`config.mk`:
```
export PLATFORM = sky130hd
export DESIGN_NAME = fifo_wr_arbiter
export DESIGN_NICKNAME = d
export VERILOG_FILES = /design/src/rtl/fifo_wr_arbiter.sv
export SDC_FILE = /design/constraint.sdc
export NUM_CORES = 1
export LEC_CHECK = 0
export ABC_AREA = 1
export BUFFER_PORTS_ARGS = -buffer_cell sky130_fd_sc_hd__buf_4
export CELL_PAD_IN_SITES_DETAIL_PLACEMENT = 2
export CELL_PAD_IN_SITES_GLOBAL_PLACEMENT = 2
export CORE_UTILIZATION = 21
export DETAILED_ROUTE_END_ITERATION = 10
export PLACE_DENSITY = 0.78
export SETUP_SLACK_MARGIN = 0.15
export SYNTH_ARGS = -nofsm -noshare
export SYNTH_HDL_FRONTEND = slang
export SYNTH_SLANG_ARGS = --single-unit
export TNS_END_PERCENT = 1
```
`constraint.sdc`:
```
create_clock -name clk -period 2.1 [get_ports clk]
set_input_delay 0.105 -clock clk [delete_from_list [all_inputs] [get_ports clk]]
set_output_delay 0.105 -clock clk [all_outputs]
set_load 0.02 [all_outputs]
```
`src/rtl/fifo_wr_arbiter.sv`:
```
// fifo_wr_arbiter: round-robin burst arbiter sharing one FIFO write port.
// Define FIFO_ARB_STATS_EN to add per-producer accepted-beat counters.
module fifo_wr_arbiter #(
    parameter int NUM_REQ   = 4,
    parameter int DATA_W    = 8,
    parameter int BURST_MAX = 4,
    parameter int CNT_W     = 16
) (
    input  logic                      clk,
    input  logic                      rst,
    input  logic [NUM_REQ-1:0]        req_valid,
    input  logic [NUM_REQ*DATA_W-1:0] req_data,
    output logic [NUM_REQ-1:0]        req_ready,
    input  logic                      fifo_full,
    output logic                      fifo_wr,
    output logic [DATA_W-1:0]         fifo_data_in,
    output logic [NUM_REQ-1:0]        grant,
    output logic                      busy
`ifdef FIFO_ARB_STATS_EN
    ,
    input  logic                      stat_clr,
    output logic [NUM_REQ*CNT_W-1:0]  grant_cnt
`endif
);

    localparam int PTR_W = $clog2(NUM_REQ);
    localparam int BW    = (BURST_MAX > 1) ? $clog2(BURST_MAX) : 1;

    localparam logic [BW-1:0]    LAST     = BW'(BURST_MAX - 1);
    localparam logic [PTR_W:0]   NR       = (PTR_W + 1)'(NUM_REQ);
    localparam logic [PTR_W-1:0] LAST_IDX = PTR_W'(NUM_REQ - 1);

    if (NUM_REQ < 2 || NUM_REQ > 8 || BURST_MAX < 1 || CNT_W < 1) begin : g_bad_cfg
        $error("fifo_wr_arbiter: parameter out of range");
    end

    typedef enum logic {
        IDLE,
        GRANT
    } state_t;

    state_t             state;
    state_t             state_d;
    logic [NUM_REQ-1:0] grant_d;
    logic [NUM_REQ-1:0] pick;
    logic [PTR_W-1:0]   rr_ptr;
    logic [PTR_W-1:0]   rr_ptr_d;
    logic [PTR_W-1:0]   g;
    logic [PTR_W-1:0]   g_next;
    logic [PTR_W-1:0]   start;
    logic [BW-1:0]      cnt;
    logic [BW-1:0]      cnt_d;
    logic               beat;
    logic               any_valid;
    logic               g_valid;
    logic               rel;

    assign req_ready = grant & {NUM_REQ{~fifo_full}};
    assign beat      = |(req_valid & req_ready);
    assign fifo_wr   = beat;
    assign busy      = (state == GRANT);
    assign g_valid   = |(req_valid & grant);
    assign rel       = (beat && cnt == LAST) || !g_valid;
    assign g_next    = (g == LAST_IDX) ? '0 : g + PTR_W'(1);
    assign start     = (state == IDLE) ? rr_ptr : g_next;

    always_comb begin
        g            = '0;
        fifo_data_in = '0;
        for (int i = 0; i < NUM_REQ; i++) begin
            if (grant[i]) begin
                g            = PTR_W'(i);
                fifo_data_in = req_data[i*DATA_W +: DATA_W];
            end
        end
    end

    // First valid requester at or after start, wrapping at NUM_REQ.
    always_comb begin
        logic [PTR_W:0] idx;
        pick      = '0;
        any_valid = 1'b0;
        idx       = '0;
        for (int k = 0; k < NUM_REQ; k++) begin
            idx = {1'b0, start} + (PTR_W + 1)'(k);
            if (idx >= NR) begin
                idx = idx - NR;
            end
            if (!any_valid && req_valid[idx[PTR_W-1:0]]) begin
                pick[idx[PTR_W-1:0]] = 1'b1;
                any_valid            = 1'b1;
            end
        end
    end

    always_comb begin
        state_d  = state;
        grant_d  = grant;
        rr_ptr_d = rr_ptr;
        cnt_d    = cnt;
        unique case (state)
            IDLE: begin
                if (any_valid) begin
                    state_d = GRANT;
                    grant_d = pick;
                    cnt_d   = '0;
                end
            end
            GRANT: begin
                if (rel) begin
                    rr_ptr_d = g_next;
                    cnt_d    = '0;
                    if (any_valid) begin
                        grant_d = pick;
                    end else begin
                        state_d = IDLE;
                        grant_d = '0;
                    end
                end else if (beat) begin
                    cnt_d = cnt + BW'(1);
                end
            end
        endcase
    end

    always_ff @(posedge clk or negedge rst) begin
        if (!rst) begin
            state  <= IDLE;
            grant  <= '0;
            rr_ptr <= '0;
            cnt    <= '0;
        end else begin
            state  <= state_d;
            grant  <= grant_d;
            rr_ptr <= rr_ptr_d;
            cnt    <= cnt_d;
        end
    end

`ifdef FIFO_ARB_STATS_EN
    logic [NUM_REQ-1:0] accept;

    assign accept = req_valid & req_ready;

    // Saturating counters; clear wins over a same-cycle beat.
    always_ff @(posedge clk or negedge rst) begin
        if (!rst) begin
            grant_cnt <= '0;
        end else if (stat_clr) begin
            grant_cnt <= '0;
        end else begin
            for (int i = 0; i < NUM_REQ; i++) begin
                if (accept[i] && grant_cnt[i*CNT_W +: CNT_W] != '1) begin
                    grant_cnt[i*CNT_W +: CNT_W] <=
                        grant_cnt[i*CNT_W +: CNT_W] + CNT_W'(1);
                end
            end
        end
    end
`endif

endmodule

```
==> results.json <==
{
  "max-vdd-ir-drop_mv": 1.13,
  "firstDrtPassIters": 4,
  "num_rows": 28,
  "n_antenna_cell": 0,
  "die_h_um": 80.5,
  "seq_area_sq_um": 228,
  "final_util": 0.349,
  "max_slew_margin": 0.747,
  "grt_use_total": 0.174,
  "worst_pin_slew_ps": 376,
  "grt_pass1_vias": 1819,
  "r2r_start": "grant[1]",
  "clockRootBuffer": "clkbuf_8",
  "cts.sinks": 9,
  "setup_violations": 0,
  "viasPerCell": 4.77,
  "highest_layer": "met4",
  "fmax_mhz": 514,
  "wl_um": 5540,
  "cts_buffers": 3,
  "h-tree-depth": 1,
  "power_density_nw_per_um2": 1980,
  "syn_nets": 254,
  "routed-via-count": 1721,
  "synth_cell_types": 25,
  "io_pins": 57,
  "ys_ff_latch": 9,
  "crit_start": "grant[1]",
  "yosysTopAreaCell": "dfrtp_1",
  "drc_errors": 0,
  "synth_area_leaders": "dfrtp_1 17%, nand2_1 16%, nand3_1 13%",
  "drt-met1-wl_um": 2420,
  "cts_max_path_buffers": 2,
  "multi_input_area_sq_um": 975,
  "drive_gt1_frac": 0.420,
  "status": "completed",
  "yosysWarnings": 0,
  "rsz0062_at_grt": "yes",
  "crit_required_ps": 2000,
  "synth.top_cell.area_share": 0.174,
  "antenna_found_initial": 0,
  "place_congestion": 0.770,
  "clk_latency_ps": 240,
  "path_max_fanout": 4,
  "drv_slew": 0,
  "skew_ps": 2.48,
  "core_area_sq_um": 5920,
  "fin_total_pwr_mw": 4.08,
  "grt_pass1_wl_um": 8740,
  "synthCells": 207,
  "start_util": 0.219,
  "drv_cap": 0,
  "startpoint_type": "register",
  "timing.final.crit_share": 0.927,
  "ys_seq_area_frac": 0.174,
  "die_area_sq_um": 6480,
  "dr_wl_met3_um": 351,
  "period_needed_ps": 1950,
  "dr.first_iter.drc_count": 20,
  "grt_max_degree": 12,
  "reg2regPathDepth": 15,
  "syn_area_sq_um": 1290,
  "routedWlPerCell_um": 15.3,
  "port_buffers": 56,
  "rrSetupSlack_ps": 170,
  "die_w_um": 80.5,
  "cp.arrival_ps": 1840,
  "r2r-end": "grant[1]",
  "p_leak_nw": 1.12,
  "wl_met2_um": 2700,
  "final-hold-violation-count": 0,
  "fillers": 738,
  "cts_tree": "done",
  "critPathKind": "register to output port",
  "dp_hpwl_um": 4260,
  "syn_area_per_cell_sq_um": 6.25,
  "critPathCaptureType": "output port",
  "clk_pin_slew_ps": 50,
  "hold_class": "input pin to async pin",
  "syn2layout_area_growth_pct": 59.8,
  "nets": 334,
  "whs_ps": 233,
  "grt-ovfl-total": 0,
  "drtAntennaViolNets": 0
}
how the worst max path moves through the flow:
stage | end | slack (ps)
global route | grant[3] | 50
global placement | grant[1] | 60
floorplan | grant[2] | 40
detailed placement | grant[1] | -3
CTS | grant[1] | 160
finish | fifo_wr | 150
logic make-up after synthesis:
kind of cell | Yosys count | synth area share
flops | 9 | 0.174
simple gates | 133 | 0.539
fa+ha+maj | 8 | 0.0774
buf+inv | 35 | 0.118
compound gates | 22 | 0.0919
cell usage in the layout (no fill, tap or decap), types with 2 or more instances in the layout:
| cell type | instances |
|---|---|
| inv_2 | 6 |
| nand3_2 | 5 |
| nand2_1 | 53 |
| inv_1 | 20 |
| ha_1 | 6 |
| ha_4 | 2 |
| dfrtp_1 | 7 |
| nand3_4 | 2 |
| nor2_1 | 16 |
| o22ai_1 | 2 |
| nand2_2 | 7 |
| buf_4 | 77 |
| dfrtp_2 | 2 |
| nand3_1 | 32 |
| o21ai_0 | 10 |
| nand2_4 | 7 |
| inv_4 | 4 |
| a21oi_1 | 8 |
| clkbuf_8 | 3 |
| nand4_1 | 7 |
synth_stat cells (all sizes together):
library cell and n:
clkbuf 2, o31ai 1, buf 2, nand3b 1, clkinv 1, nand2 68, a21oi 8, nand3 39
nand4 8, dfrtp 9, o22ai 2, inv 30, o21ai 11, nor2 17, ha 8
power by group:
part	internal (mW)	switching, mW
logic	1.38	2.17
clock network	0.133	0.0783
registers	0.247	0.0729
per-stage QoR:
step                      worst slack [ps]  instances  TNS, ps  instance area, sq um
after CTS                              161        353        0                  1960
after global routing                  47.9        361        0                  2070
after floorplan                       41.9        207        0                  1320
final                                  154        361        0                  2070
after global placement                58.4        343        0                  1860
after detailed placement             -3.43        343    -3.43                  1860
timing repair:
| item | 4_1_cts | 5_1_grt |
|---|---|---|
| gates resized for setup | 7 | 7 |
| hold buffers | 1 | 0 |
| pin swaps | 4 | 8 |
| endpoints found under the setup margin | 6 | 7 |
| hold endpoints to repair | 9 | 0 |
| setup buffers | 5 | 8 |
per-layer routing:
metal,GRT usage,up-vias
li1,-,831
met1,0.196,821
met2,0.335,63
met3,0.0193,6
met4,0.0536,0
met5,0,-
area by class of cell:
class	count	share of cell area
inverters	31	0.0611
flip-flops and latches	9	0.110
well taps	75	0.0454
clock buffers	4	0.0218
multi-input cells	163	0.472
repair buffers	79	0.290
critical path, stage by stage (launching register included):
cell	delay, ps
dfrtp_1	420
inv_2	70
buf_4	130
buf_4	130
o22ai_1	230
nor2_1	120
nor2_1	280
buf_4	210
sequential cells by signal, indices dropped and copies added, names as in the netlist:
register and flops:
busy 1, rr_ptr 2, cnt 2, grant 4
No activity file was read; power rests on OpenSTA's default activity.
